**config.mk**
```make
export PLATFORM = sky130hd
export DESIGN_NAME = leitor_aprovados_flat
export DESIGN_NICKNAME = d
export VERILOG_FILES = /design/src/rtl/leitor_aprovados_pkg.sv /design/src/rtl/leitor_aprovados_if.sv /design/src/rtl/codificador_prioridade.sv /design/src/rtl/leitor_aprovados.sv /design/src/flat_wrapper.sv
export SDC_FILE = /design/constraint.sdc
export NUM_CORES = 1
export LEC_CHECK = 0
export ABC_AREA = 1
export ABC_CLOCK_PERIOD_IN_PS = 2600
export CORE_ASPECT_RATIO = 0.7
export CORE_MARGIN = 1
export CORE_UTILIZATION = 58
export DETAILED_ROUTE_END_ITERATION = 8
export DONT_BUFFER_PORTS = 1
export HOLD_SLACK_MARGIN = 0.05
export PLACE_DENSITY_LB_ADDON = 0.1
export SLEW_MARGIN = 20
export SYNTH_ARGS = -nofsm -noshare
export SYNTH_HDL_FRONTEND = slang
export SYNTH_SLANG_ARGS = --single-unit
```
**constraint.sdc**
```tcl
create_clock -name clk_in -period 2.6 [get_ports clk_in]
set_input_delay 0.39 -clock clk_in [delete_from_list [all_inputs] [get_ports clk_in]]
set_output_delay 0.39 -clock clk_in [all_outputs]
set_load 0.05 [all_outputs]
```
**src/rtl/leitor_aprovados_pkg.sv**
```systemverilog
// Shared defaults and FSM encoding for the approved-slot reader and its evaluator.
package leitor_aprovados_pkg;

  localparam int unsigned NumAtivosPadrao = 24;
  localparam int unsigned NodeWidthPadrao = 8;
  localparam int unsigned IdxWidthPadrao  = 5;
  localparam int unsigned ContWidthPadrao = 5;

  typedef enum logic [1:0] {
    StOcioso = 2'd0,
    StEnvia  = 2'd1,
    StFim    = 2'd2
  } estado_t;

endpackage

```
**src/rtl/leitor_aprovados_if.sv**
```systemverilog
// Capture/offer handshake bundle between the evaluator, the reader and the consumer.
interface leitor_aprovados_if
  import leitor_aprovados_pkg::*;
#(
  parameter int unsigned NUM_ATIVOS = NumAtivosPadrao,
  parameter int unsigned NODE_WIDTH = NodeWidthPadrao,
  parameter int unsigned IDX_WIDTH  = IdxWidthPadrao,
  parameter int unsigned CONT_WIDTH = ContWidthPadrao
);
  logic                             iniciar_in;
  logic [NUM_ATIVOS-1:0]            aprovados_in;
  logic [NUM_ATIVOS*NODE_WIDTH-1:0] ativos_in;
  logic                             pronto_in;
  logic [NODE_WIDTH-1:0]            no_out;
  logic [IDX_WIDTH-1:0]             slot_out;
  logic                             valido_out;
  logic                             ocupado_out;
  logic                             fim_out;
  logic [CONT_WIDTH-1:0]            total_out;

  // Reader side.
  modport slave (
    input  iniciar_in, aprovados_in, ativos_in, pronto_in,
    output no_out, slot_out, valido_out, ocupado_out, fim_out, total_out
  );

  // Producer/consumer side.
  modport master (
    output iniciar_in, aprovados_in, ativos_in, pronto_in,
    input  no_out, slot_out, valido_out, ocupado_out, fim_out, total_out
  );
endinterface

```
**src/rtl/codificador_prioridade.sv**
```systemverilog
// Combinational lowest-set-bit encoder with an any-set flag.
module codificador_prioridade #(
  parameter int unsigned NUM_ATIVOS = 24,
  parameter int unsigned IDX_WIDTH  = 5
) (
  input  logic [NUM_ATIVOS-1:0] vetor,
  output logic [IDX_WIDTH-1:0]  indice,
  output logic                  algum
);
  // Scan from the top down so the lowest set bit is the last one written.
  always_comb begin
    indice = '0;
    algum  = 1'b0;
    for (int i = NUM_ATIVOS - 1; i >= 0; i--) begin
      if (vetor[i]) begin
        indice = IDX_WIDTH'(i);
        algum  = 1'b1;
      end
    end
  end
endmodule

```
**src/rtl/leitor_aprovados.sv**
```systemverilog
// Captures an approval bitmap plus slot table and drains approved slots in ascending order.
module leitor_aprovados
  import leitor_aprovados_pkg::*;
#(
  parameter int unsigned NUM_ATIVOS = NumAtivosPadrao,
  parameter int unsigned NODE_WIDTH = NodeWidthPadrao,
  parameter int unsigned IDX_WIDTH  = IdxWidthPadrao,
  parameter int unsigned CONT_WIDTH = ContWidthPadrao
) (
  input logic               clk_in,
  input logic               rst_n_in,
  leitor_aprovados_if.slave bus
);
  estado_t                          estado_q, estado_d;
  logic [NUM_ATIVOS-1:0]            mask_q, mask_d;
  logic [NUM_ATIVOS*NODE_WIDTH-1:0] snap_q, snap_d;
  logic [CONT_WIDTH-1:0]            total_q, total_d;
  logic [IDX_WIDTH-1:0]             prox_idx;
  logic                             algum;
  logic                             valido;

  codificador_prioridade #(
    .NUM_ATIVOS(NUM_ATIVOS),
    .IDX_WIDTH (IDX_WIDTH)
  ) u_codificador (
    .vetor (mask_q),
    .indice(prox_idx),
    .algum (algum)
  );

  // Offer depends only on registered state, never on pronto_in.
  assign valido = (estado_q == StEnvia) && algum;

  always_comb begin
    estado_d = estado_q;
    mask_d   = mask_q;
    snap_d   = snap_q;
    total_d  = total_q;
    unique case (estado_q)
      StOcioso: begin
        if (bus.iniciar_in) begin
          mask_d   = bus.aprovados_in;
          snap_d   = bus.ativos_in;
          total_d  = '0;
          estado_d = StEnvia;
        end
      end
      StEnvia: begin
        if (!algum) begin
          estado_d = StFim;
        end else if (bus.pronto_in) begin
          mask_d  = mask_q & (mask_q - 1'b1);
          total_d = total_q + 1'b1;
        end
      end
      StFim:   estado_d = StOcioso;
      default: estado_d = StOcioso;
    endcase
  end

  always_ff @(posedge clk_in or negedge rst_n_in) begin
    if (!rst_n_in) begin
      estado_q <= StOcioso;
      mask_q   <= '0;
      snap_q   <= '0;
      total_q  <= '0;
    end else begin
      estado_q <= estado_d;
      mask_q   <= mask_d;
      snap_q   <= snap_d;
      total_q  <= total_d;
    end
  end

  assign bus.valido_out  = valido;
  assign bus.slot_out    = valido ? prox_idx : '0;
  assign bus.no_out      = valido ? snap_q[prox_idx*NODE_WIDTH +: NODE_WIDTH] : '0;
  assign bus.ocupado_out = (estado_q != StOcioso);
  assign bus.fim_out     = (estado_q == StFim);
  assign bus.total_out   = total_q;
endmodule
```
**src/flat_wrapper.sv**
```systemverilog
// flat-port wrapper written by rule: the top's interface ports become plain ports
module leitor_aprovados_flat import leitor_aprovados_pkg::*;
#(
  parameter int unsigned NUM_ATIVOS = NumAtivosPadrao,
  parameter int unsigned NODE_WIDTH = NodeWidthPadrao,
  parameter int unsigned IDX_WIDTH  = IdxWidthPadrao,
  parameter int unsigned CONT_WIDTH = ContWidthPadrao
)
  (clk_in, rst_n_in, bus_iniciar_in, bus_aprovados_in, bus_ativos_in, bus_pronto_in, bus_no_out, bus_slot_out, bus_valido_out, bus_ocupado_out, bus_fim_out, bus_total_out);
  leitor_aprovados_if #(.NUM_ATIVOS(NUM_ATIVOS), .NODE_WIDTH(NODE_WIDTH), .IDX_WIDTH(IDX_WIDTH), .CONT_WIDTH(CONT_WIDTH)) bus_i ();
  input logic clk_in;
  input logic rst_n_in;
  input wire logic [$bits(bus_i.iniciar_in)-1:0] bus_iniciar_in;
  input wire logic [$bits(bus_i.aprovados_in)-1:0] bus_aprovados_in;
  input wire logic [$bits(bus_i.ativos_in)-1:0] bus_ativos_in;
  input wire logic [$bits(bus_i.pronto_in)-1:0] bus_pronto_in;
  output wire logic [$bits(bus_i.no_out)-1:0] bus_no_out;
  output wire logic [$bits(bus_i.slot_out)-1:0] bus_slot_out;
  output wire logic [$bits(bus_i.valido_out)-1:0] bus_valido_out;
  output wire logic [$bits(bus_i.ocupado_out)-1:0] bus_ocupado_out;
  output wire logic [$bits(bus_i.fim_out)-1:0] bus_fim_out;
  output wire logic [$bits(bus_i.total_out)-1:0] bus_total_out;
  assign bus_i.iniciar_in = bus_iniciar_in;
  assign bus_i.aprovados_in = bus_aprovados_in;
  assign bus_i.ativos_in = bus_ativos_in;
  assign bus_i.pronto_in = bus_pronto_in;
  assign bus_no_out = bus_i.no_out;
  assign bus_slot_out = bus_i.slot_out;
  assign bus_valido_out = bus_i.valido_out;
  assign bus_ocupado_out = bus_i.ocupado_out;
  assign bus_fim_out = bus_i.fim_out;
  assign bus_total_out = bus_i.total_out;
  leitor_aprovados #(.NUM_ATIVOS(NUM_ATIVOS), .NODE_WIDTH(NODE_WIDTH), .IDX_WIDTH(IDX_WIDTH), .CONT_WIDTH(CONT_WIDTH)) u_core (.clk_in(clk_in), .rst_n_in(rst_n_in), .bus(bus_i));
endmodule
```
# Word-level counts from Yosys, hierarchy flattened
# Index checks and enable logic that the tools add are counted.
[word_totals] register_bits=223 input_bits=220 elab_cells=82
[classes] addsub=2 n_reduce_logical=7 shift=1 n_mux=61 bitwise_logic=1 n_eq_ne=6
[ops] cell="192-bit by 9-bit variable part select with 8-bit output" count=1
[ops] cell="5-bit two-way mux" count=28
[ops] cell="24-bit two-way mux" count=3
[ops] cell="24-bit one-hot mux with 2 select lines" count=1
[ops] cell="24-bit bitwise AND" count=1
[ops] cell="1-bit two-way mux" count=24
[ops] cell="24-bit by 1-bit subtractor with 24-bit output, second input constant" count=1
[ops] cell="5-bit one-hot mux with 2 select lines" count=1
[ops] cell="8-bit two-way mux" count=1
[ops] cell="2-bit != test, second input constant" count=3
[ops] cell="5-bit by 1-bit adder with 5-bit output, second input constant" count=1
[ops] cell="2-bit two-way mux" count=2
[ops] cell="2-bit one-hot mux with 2 select lines" count=1
[ops] cell="2-bit AND reduction" count=2
[ops] cell="4-bit AND reduction" count=1
[ops] cell="2-bit nonzero test" count=2
[ops] cell="2-bit by 1-bit == test with 1-bit output, second input constant" count=1
[ops] cell="2-bit == test, second input constant" count=1
[ops] cell="2-bit logical NOT" count=1
[ops] cell="2-bit by 1-bit != test with 1-bit output, second input constant" count=1
[ops] cell="1-bit logical AND" count=1

# Depth between registers and ports, before layout
# Gate-level depths: netlist (run 1).
[depth] word_depth=26 depth_mapped=32 depth_no_buf=31

# Cells and area by module
# From an unflattened synthesis (run 1), not the netlist that was laid out.
[hier_totals] cells_unflattened=1534 area_unflattened_um2=11195.7
[modules_own_cells] module="leitor_aprovados" seq_area_each_um2=5580.4 instances=1 cells_per_inst=1455 area_per_inst_um2=10871.7
[modules_own_cells] module="codificador_prioridade" seq_area_each_um2=0.0 instances=1 cells_per_inst=79 area_per_inst_um2=324.1

# Worst setup path after synthesis (run 1)
# No wires, ideal clock.
[synth_timing] path_kind="register to output" startpoint="reg u_core.mask_q[22]" endpoint="out bus_no_out[1]" t_required_ns=2.210 arrival_ns=2.806 setup_slack_ns=-0.596 n_path_buf=2 path_stages_with_launch=32 cell_sequence="dfrtp_1 -> inv_2 -> nand2_1 -> nand2_1 -> nand2_1 -> nand2_1 -> nand2_1 -> nand2_1 -> nand2_1 -> nand2_1 -> nand2_1 -> nand2_1 -> nand2_1 -> nand2_1 -> nand2_1 -> nand2_1 -> nand2_1 -> nand2_1 -> nand2_1 -> nand2_1 -> nand2_1 -> nand2_1 -> nand2_1 -> nand2_4 -> buf_6 -> buf_6 -> nand3_1 -> nand3_1 -> nand3_1 -> nand3_1 -> nand2_1 -> a21oi_1"
[synth_via] elab_chain_len=25
[synth_lines] item="start, declared" line="leitor_aprovados.sv:15" text="logic [NUM_ATIVOS-1:0] mask_q, mask_d;"
[synth_lines] item="start signal, assigned" line="leitor_aprovados.sv:69" text="mask_q <= mask_d;"
[synth_lines] item="5-bit two-way mux or 1-bit two-way mux (tied branches) (23 in a row)" line="codificador_prioridade.sv:15" text="if (vetor[i]) begin"
[synth_lines] item="192-bit by 9-bit variable part select with 8-bit output or 1-bit logical AND (tied branches)" line="leitor_aprovados.sv:77, leitor_aprovados.sv:32"
[synth_lines] item="8-bit two-way mux *" line="leitor_aprovados.sv:77" text="assign bus.no_out = valido ? snap_q[prox_idx*NODE_WIDTH +: NODE_WIDTH] : '0;"
[synth_lines] item="end, declared" line="flat_wrapper.sv:17" text="output wire logic [$bits(bus_i.no_out)-1:0] bus_no_out;"
# Every way passes the cells marked *; elsewhere a longest branch is shown, timed or not.

# Worst setup path in the final report (run 1)
[layout_timing] startpoint="reg u_core.mask_q[22]" endpoint="out bus_no_out[2]"
# Same word-level chain as after synthesis.

==> results.md, run 1 <==
- Status: finished, violations left
- Violated checks: hold timing, setup timing
- Post-synth top area share: 0.504
- Synth area leaders: dfrtp_1 50%, nand2_1 22%, nand3_1 11%, inv_1 3.4%, o21ai_0 3.3%
- Post-synthesis sequential area ratio: 0.504
- Placed inst area: around 12000 µm²
- Commonest cells in the netlist: 659 x nand2_1, 241 x nand3_1, 223 x dfrtp_1
- Period utilization: 1.43
- Total CTS buffers: 22
- Kind of critical path: reg -> out
- Total gr overflow: 0
- Worst-Margin Slew: 0.651 ns
- Slowest cell on crit path: dfrtp_1
- Count leader, synth: nand2_1
- Largest family of logic cells by synthesized area: simple AND/OR/NAND/NOR gates
- Crit Path Max Fanout: 8
- Sequential Area: roughly 5600 µm²
- Io pins: 241
- Pre-antenna DRT Iters: 6
- Max-cap check violation count: 0
- CP top delay family: simple AND/OR/NAND/NOR gates
- Vias in the first global route: roughly 11000
- # rows: 41
- Worst-Skew Late Latency: around 0.5 ns
- Final WL: between 30000 and 40000 µm
- Area leader, netlist: dfrtp_1
- Post-DP HPWL: ~22000 µm
- Post-synthesis mux area share: 0
- Skew final: 0.00973 ns
- Buffers & Inverters on Critical Path: 4
- Critical Path Start: u_core.mask_q[22]
- Finished Cell Area: ~15000 µm²
- Starting Density: 0.602
- Routability congestion estimate: just under 0.9
- CP most frequent cell: nand2_1
- R2r endpoint: u_core.mask_q[22]
- Multi-input logic area: approximately 5300 µm²
- Drt wl/cell: 19.8 µm
- Placeable Area: roughly 18000 µm²
- Ys flop type: dfrtp_1
- Syn avg cell area: 7.35 µm²
- R2r startpoint: u_core.mask_q[0]
- Critical Path AT: about 3.3 ns
- Antenna Nets Post-Route: 0
- Min Hold Slack: -0.423 ns
- Largest net degree at the start of global routing: around 220
- RSZ-0062 raised after global routing: true
- Die height: 118 µm
- Fin. Hold Viols: 223
- CTS tree: yes
- Syn Nets: around 1700
- Vias/cell: 5.83
- GRT Overall Usage: 0.384
- Die Wd: ~170 µm
- CTS clock-pin slew for the worst setup and hold paths: roughly 0.06 ns
- Post-Synthesis Cells: about 1500
- Clk buf depth: 3
- Clock Sinks: about 220
- Root Driver: clkbuf_16
- Worst slew margin: 0.566
- Post-synthesis xor/xnor area fraction: 0.000792
- Flop2flop setup slack: -0.09 ns
- Ant diodes: 0
- CP max stage delay: between 0.3 and 0.4 ns
- Final setup violation count: 14
- Fill cells: 1033
- Min cycle time layout: roughly 3.7 ns
- Critical path launch point type: flop
- Synth Area in Adders: 0.00113
- Worst Slack Setup Final: -1.11 ns
- Number of synthesized flops with an enable pin: 0
- YS warnings: 0
- Htree depth: 1
- Synth Area in Compound Gates: 0.0595
- Drt initial violations: 1451
- Seq cells post-synth: 223
- DR vias: ~12000
- Async SR Flop Fraction: 1.00
- Final net count: between 1500 and 2000
- Required time of the critical path: between 2 and 2.5 ns
- Area Overhead vs Synth: 40.1%
- Die area: ~20000 µm²
- FF-to-FF path depth: 23
- Initial antenna violation count: 0
- Buffers on Ports: 0
- Layout cells sized above 1: 0.157
- Netlist cell types: 35
- Crit end category: output pin
- Synth Area in Simple Gates: 0.359
- Post-Syn Area: between 10000 and 15000 µm²
- Drc violations: 0
- Min-Delay Path Class: in -> async
- Final Max Tran Viols: 0
- First-pass GRT wire length: around 59000 µm
- Fmax: 269 MHz
area by class of cell:
type | count | area share
Clock buffer | 36 | 0.0435
Tap cell | 236 | 0.0191
Sequential cell | 223 | 0.360
Multi-Input combinational cell | 1082 | 0.340
Timing Repair Buffer | 301 | 0.209
Inverter | 111 | 0.0279
Clock inverter | 2 | 0.000646
metal layers:
| layer | GRT usage | vias up | wire length, µm |
|---|---|---|---|
| met2 | 0.587 | 803 | 17600 |
| li1 | - | 5222 | - |
| met5 | 0.0230 | - | 0 |
| met3 | 0.0975 | 105 | 4610 |
| met4 | 0.116 | 0 | 1260 |
| met1 | 0.538 | 5473 | 15900 |
placed cells by master (no fill, tap or decap), types with 3 or more instances in the layout:
cell type / Yosys / routed
a21oi_1: 30 / 18
a21oi_4: 0 / 11
a22o_1: 4 / 4
buf_12: 0 / 23
buf_4: 6 / 61
buf_6: 5 / 11
buf_8: 0 / 5
clkbuf_1: 66 / 8
clkbuf_16: 0 / 29
clkbuf_8: 0 / 5
dfrtp_1: 223 / 223
dlygate4sd3_1: 0 / 194
inv_1: 101 / 91
inv_2: 8 / 16
nand2_1: 659 / 632
nand2_2: 2 / 23
nand2_4: 1 / 6
nand2_8: 1 / 3
nand3_1: 241 / 184
nand3_2: 0 / 57
nand3b_1: 7 / 7
nor2_1: 36 / 25
nor2_2: 1 / 7
nor2_4: 1 / 6
nor3_1: 5 / 3
o21ai_0: 73 / 68
o21ai_1: 5 / 10
o31ai_1: 4 / 3
kinds of logic after synthesis:
family	Yosys count
and+or+nand+nor	957
adders and majority gates	1
AOI/OAI and AO/OA	122
DFF	223
buffers and inverters	201
xor gates and xnor gates	1
how the worst max path moves through the flow:
stage | endpoint | slack [ns] | depth (start not counted)
2_1_floorplan | bus_no_out[2] | -0.19 | 31
3_3_place_gp | bus_no_out[0] | -0.55 | 31
3_5_place_dp | bus_no_out[0] | -0.55 | 31
4_1_cts | bus_no_out[2] | -1.05 | 32
5_1_grt | bus_no_out[5] | -1.40 | 33
6_report | bus_no_out[2] | -1.11 | 33
registers in the layout, summed over array words and instances, names as in the netlist:
register,flops
u_core.estado_q,2
u_core.snap_q,192
u_core.mask_q,24
u_core.bus.total_out,5
what timing repair did:
item / in CTS / in global routing
pin swaps: 8 / 33
hold buffers: 193 / 1
setup buffers: 12 / 6
gates cloned: 2 / 8
hold endpoints to repair: 416 / 224
setup endpoints to repair: 14 / 25
gates resized for setup: 32 / 107
per-stage QoR:
step / setup TNS [ns] / cells / setup WS (ns) / util / hold slack (ns)
final: -10.04 / 1991 / -1.11 / 0.844 / -0.423
after global routing: -14.36 / 1991 / -1.40 / 0.844 / -0.431
after CTS: -9.60 / 1977 / -1.05 / 0.810 / -0.424
after detailed placement: -4.02 / 1733 / -0.550 / 0.651 / 0.0992
after global placement: -4.02 / 1733 / -0.552 / 0.651 / 0.0984
after floorplan: -1.38 / 1505 / -0.189 / - / 0.0944
Power of run 1 is not shown: default switching activity piles up to over one toggle a cycle in this logic, so the estimate is an artifact.
==> inputs of run 2 (changes only) <==
- CAP_MARGIN: not set -> 20
==> results of run 2 <==
Final layout, timing and power as in run 1 (identical DEF).
Power of run 2 is left out for the same reason.
==> inputs of run 3 (changes only) <==
- ABC_AREA: 1 -> not set
==> results.md, run 3 <==
- Min Hold Slack: -0.429 ns
- Post-synthesis sequential area ratio: 0.517
- Post-route setup TNS: -35.08 ns
- Area Overhead vs Synth: 47.0%
- Post-DP HPWL: roughly 21000 µm
- Die height: approximately 120 µm
- Synth area leaders: dfrtp_1 52%, nand2_1 22%, mux2i_1 4.4%, clkbuf_1 2.0%, nor2_1 2.0%
- Max-cap check violation count: 0
- Period utilization: 1.49
- Clock Sinks: between 200 and 250
- Async SR Flop Fraction: 1.00
- Total CTS buffers: 22
- Count leader, synth: nand2_1
- CTS tree: yes
- Kind of critical path: reg -> out
- Worst-Margin Slew: around 1 ns
- Root Driver: clkbuf_16
- Area leader, netlist: dfrtp_1
- Worst slew margin: 0.340
- Seq cells post-synth: ~220
- Crit Path Max Fanout: 10
- Routability congestion estimate: 0.890
- Starting Density: 0.596
- Final net count: between 1500 and 2000
- Skew final: about 0.026 ns
- First-pass GRT wire length: about 57000 µm
- Drc violations: 0
- Post-Synthesis Cells: 1254
- Post-Syn Area: between 10000 and 15000 µm²
- Pre-antenna DRT Iters: 6
- Ys flop type: dfrtp_1
- Commonest cells in the netlist: 639 x nand2_1, 223 x dfrtp_1, 58 x clkbuf_1
- Max reg flops: between 150 and 200
- Initial antenna violation count: 2
- Critical path launch point type: flop
- Crit end category: output pin
- Number of synthesized flops with an enable pin: 0
- Finished Cell Area: about 16000 µm²
- Syn avg cell area: between 8 and 9 µm²
- Min cycle time layout: around 3.9 ns
- Most common cell after layout, fill and taps aside: nand2_1
- CTS clock-pin slew for the worst setup and hold paths: approximately 0.07 ns
- Drt wl/cell: between 20 and 25 µm
- Critical Path AT: 3.49 ns
- Fmax: around 260 MHz
- Largest net degree at the start of global routing: 224
- Required time of the critical path: ~2.2 ns
- Total gr overflow: 0
- Syn Nets: between 1000 and 1500
- Netlist cell types: 64
- Worst Slack Setup Final: -1.28 ns
- Post-synth top area share: 0.517
- Biggest register: u_core.snap_q
- Final WL: approximately 38000 µm
- DR vias: 10800
- Buffers on Ports: 0
- Min-Delay Path Class: in -> async
- Die area: between 15000 and 20000 µm²
- # rows: 41
- Violated checks: hold timing, setup timing
- Htree depth: 1
- Status: finished, violations left
- Clk buf depth: 3
- Placeable Area: ~18000 µm²
- RSZ-0062 raised after global routing: true
- Io pins: approximately 240
- Placed inst area: 12100 µm²
- GRT Overall Usage: 0.388
- Worst slack at placement: -0.865 ns
- Fin. Hold Viols: 223
- Worst-Skew Late Latency: about 0.52 ns
- Vias in the first global route: about 11000
- Drt initial violations: ~1300
- YS warnings: 0
- Final Max Tran Viols: 0
- Layout cells sized above 1: 0.199
- Die Wd: roughly 170 µm
- Commonest non-fill, non-tap cells in the layout: 631 x nand2_1, 223 x dfrtp_1, 213 x dlygate4sd3_1
- Vias/cell: roughly 5.9
- Final setup violation count: 44
- Antenna Nets Post-Route: 0
-- run 3: cell types whose count changed in the layout (fill, tap and decap cells not counted), moves of 24 or more --
cell	previous run	this run
o21ai_0	68	6
buf_6	11	35
nand3_2	57	1
nand3_1	184	4
buf_4	61	104
mux2i_1	0	38
inv_1	91	6
-- run 3: cell type report --
cell class | instances | area, µm²
sequential | 223 | 5580
multi-input combinational | 949 | 5520
timing repair buffer | 376 | 3760
fill | 841 | 2230
clock buffer | 33 | 632
tap | 236 | 295
clock inverter | 6 | 47.5
inverter | 8 | 35.0
antenna | 2 | 5.00
-- run 3: cells by family (layout without fill, tap and decap cells) --
logic type	count (synthesis)	in the layout	share of synthesized area
AND/OR/NAND/NOR	771	771	0.285
flip-flops	223	223	0.517
adder cells (fa/ha/maj)	1	1	0.00116
buffers and inverters	82	423	0.0389
XOR/XNOR	3	3	0.00243
AO/OA/AOI/OAI	112	112	0.0807
other	0	2	0
multiplexers	62	62	0.0754
-- run 3: critical path: stages, from the launching register on --
cell and delay (ns):
dfrtp_1 0.43, nand2b_4 0.17, a2111oi_4 0.40, buf_4 0.20, o221ai_4 0.12, a21oi_4 0.22, buf_6 0.21, mux2i_1 0.25
o21ai_0 0.14, a2111oi_2 0.42, buf_4 0.19, a311oi_4 0.04, buf_12 0.17
-- run 3: per-layer routing --
layer,vias up,part of all wire,GRT usage,routed length (µm)
met4,2,0.037,0.158,1410
met3,136,0.089,0.0913,3400
li1,4783,-,-,-
met2,642,0.48,0.629,18400
met1,5203,0.39,0.509,14900
met5,-,0.00024,0,9
-- run 3: path summary, 6_finish.rpt --
path	start	to	slack, ns	depth (start not counted)
worst max-delay path	u_core.mask_q[22]	bus_no_out[5]	-1.28	12
worst min-delay path	rst_n_in	u_core.mask_q[9]	-0.43	0
worst max register to register	u_core.mask_q[2]	u_core.bus.total_out[3]	-0.84	20
worst min register to register	u_core.snap_q[179]	u_core.snap_q[179]	0.47	2
max in group asynchronous	rst_n_in	u_core.snap_q[74]	2.54	0
min in group clk_in	bus_ativos_in[62]	u_core.snap_q[62]	0.07	2
-- run 3: per-stage QoR --
stage | cells | utilization | hold slack [ns]
final | 1833 | 0.877 | -0.429
after global placement | 1550 | 0.669 | 0.100
after global routing | 1832 | 0.877 | -0.444
after detailed placement | 1550 | 0.669 | 0.100
after CTS | 1826 | 0.860 | -0.446
after floorplan | 1254 | - | 0.0944
-- run 3: timing repair --
action	in CTS	in global routing
gates resized for setup	126	61
setup endpoints to repair	43	44
pin swaps	44	29
endpoints found under the hold margin	435	224
hold buffers	212	1
setup buffers	27	10
Power of run 3 is left out for the same reason.
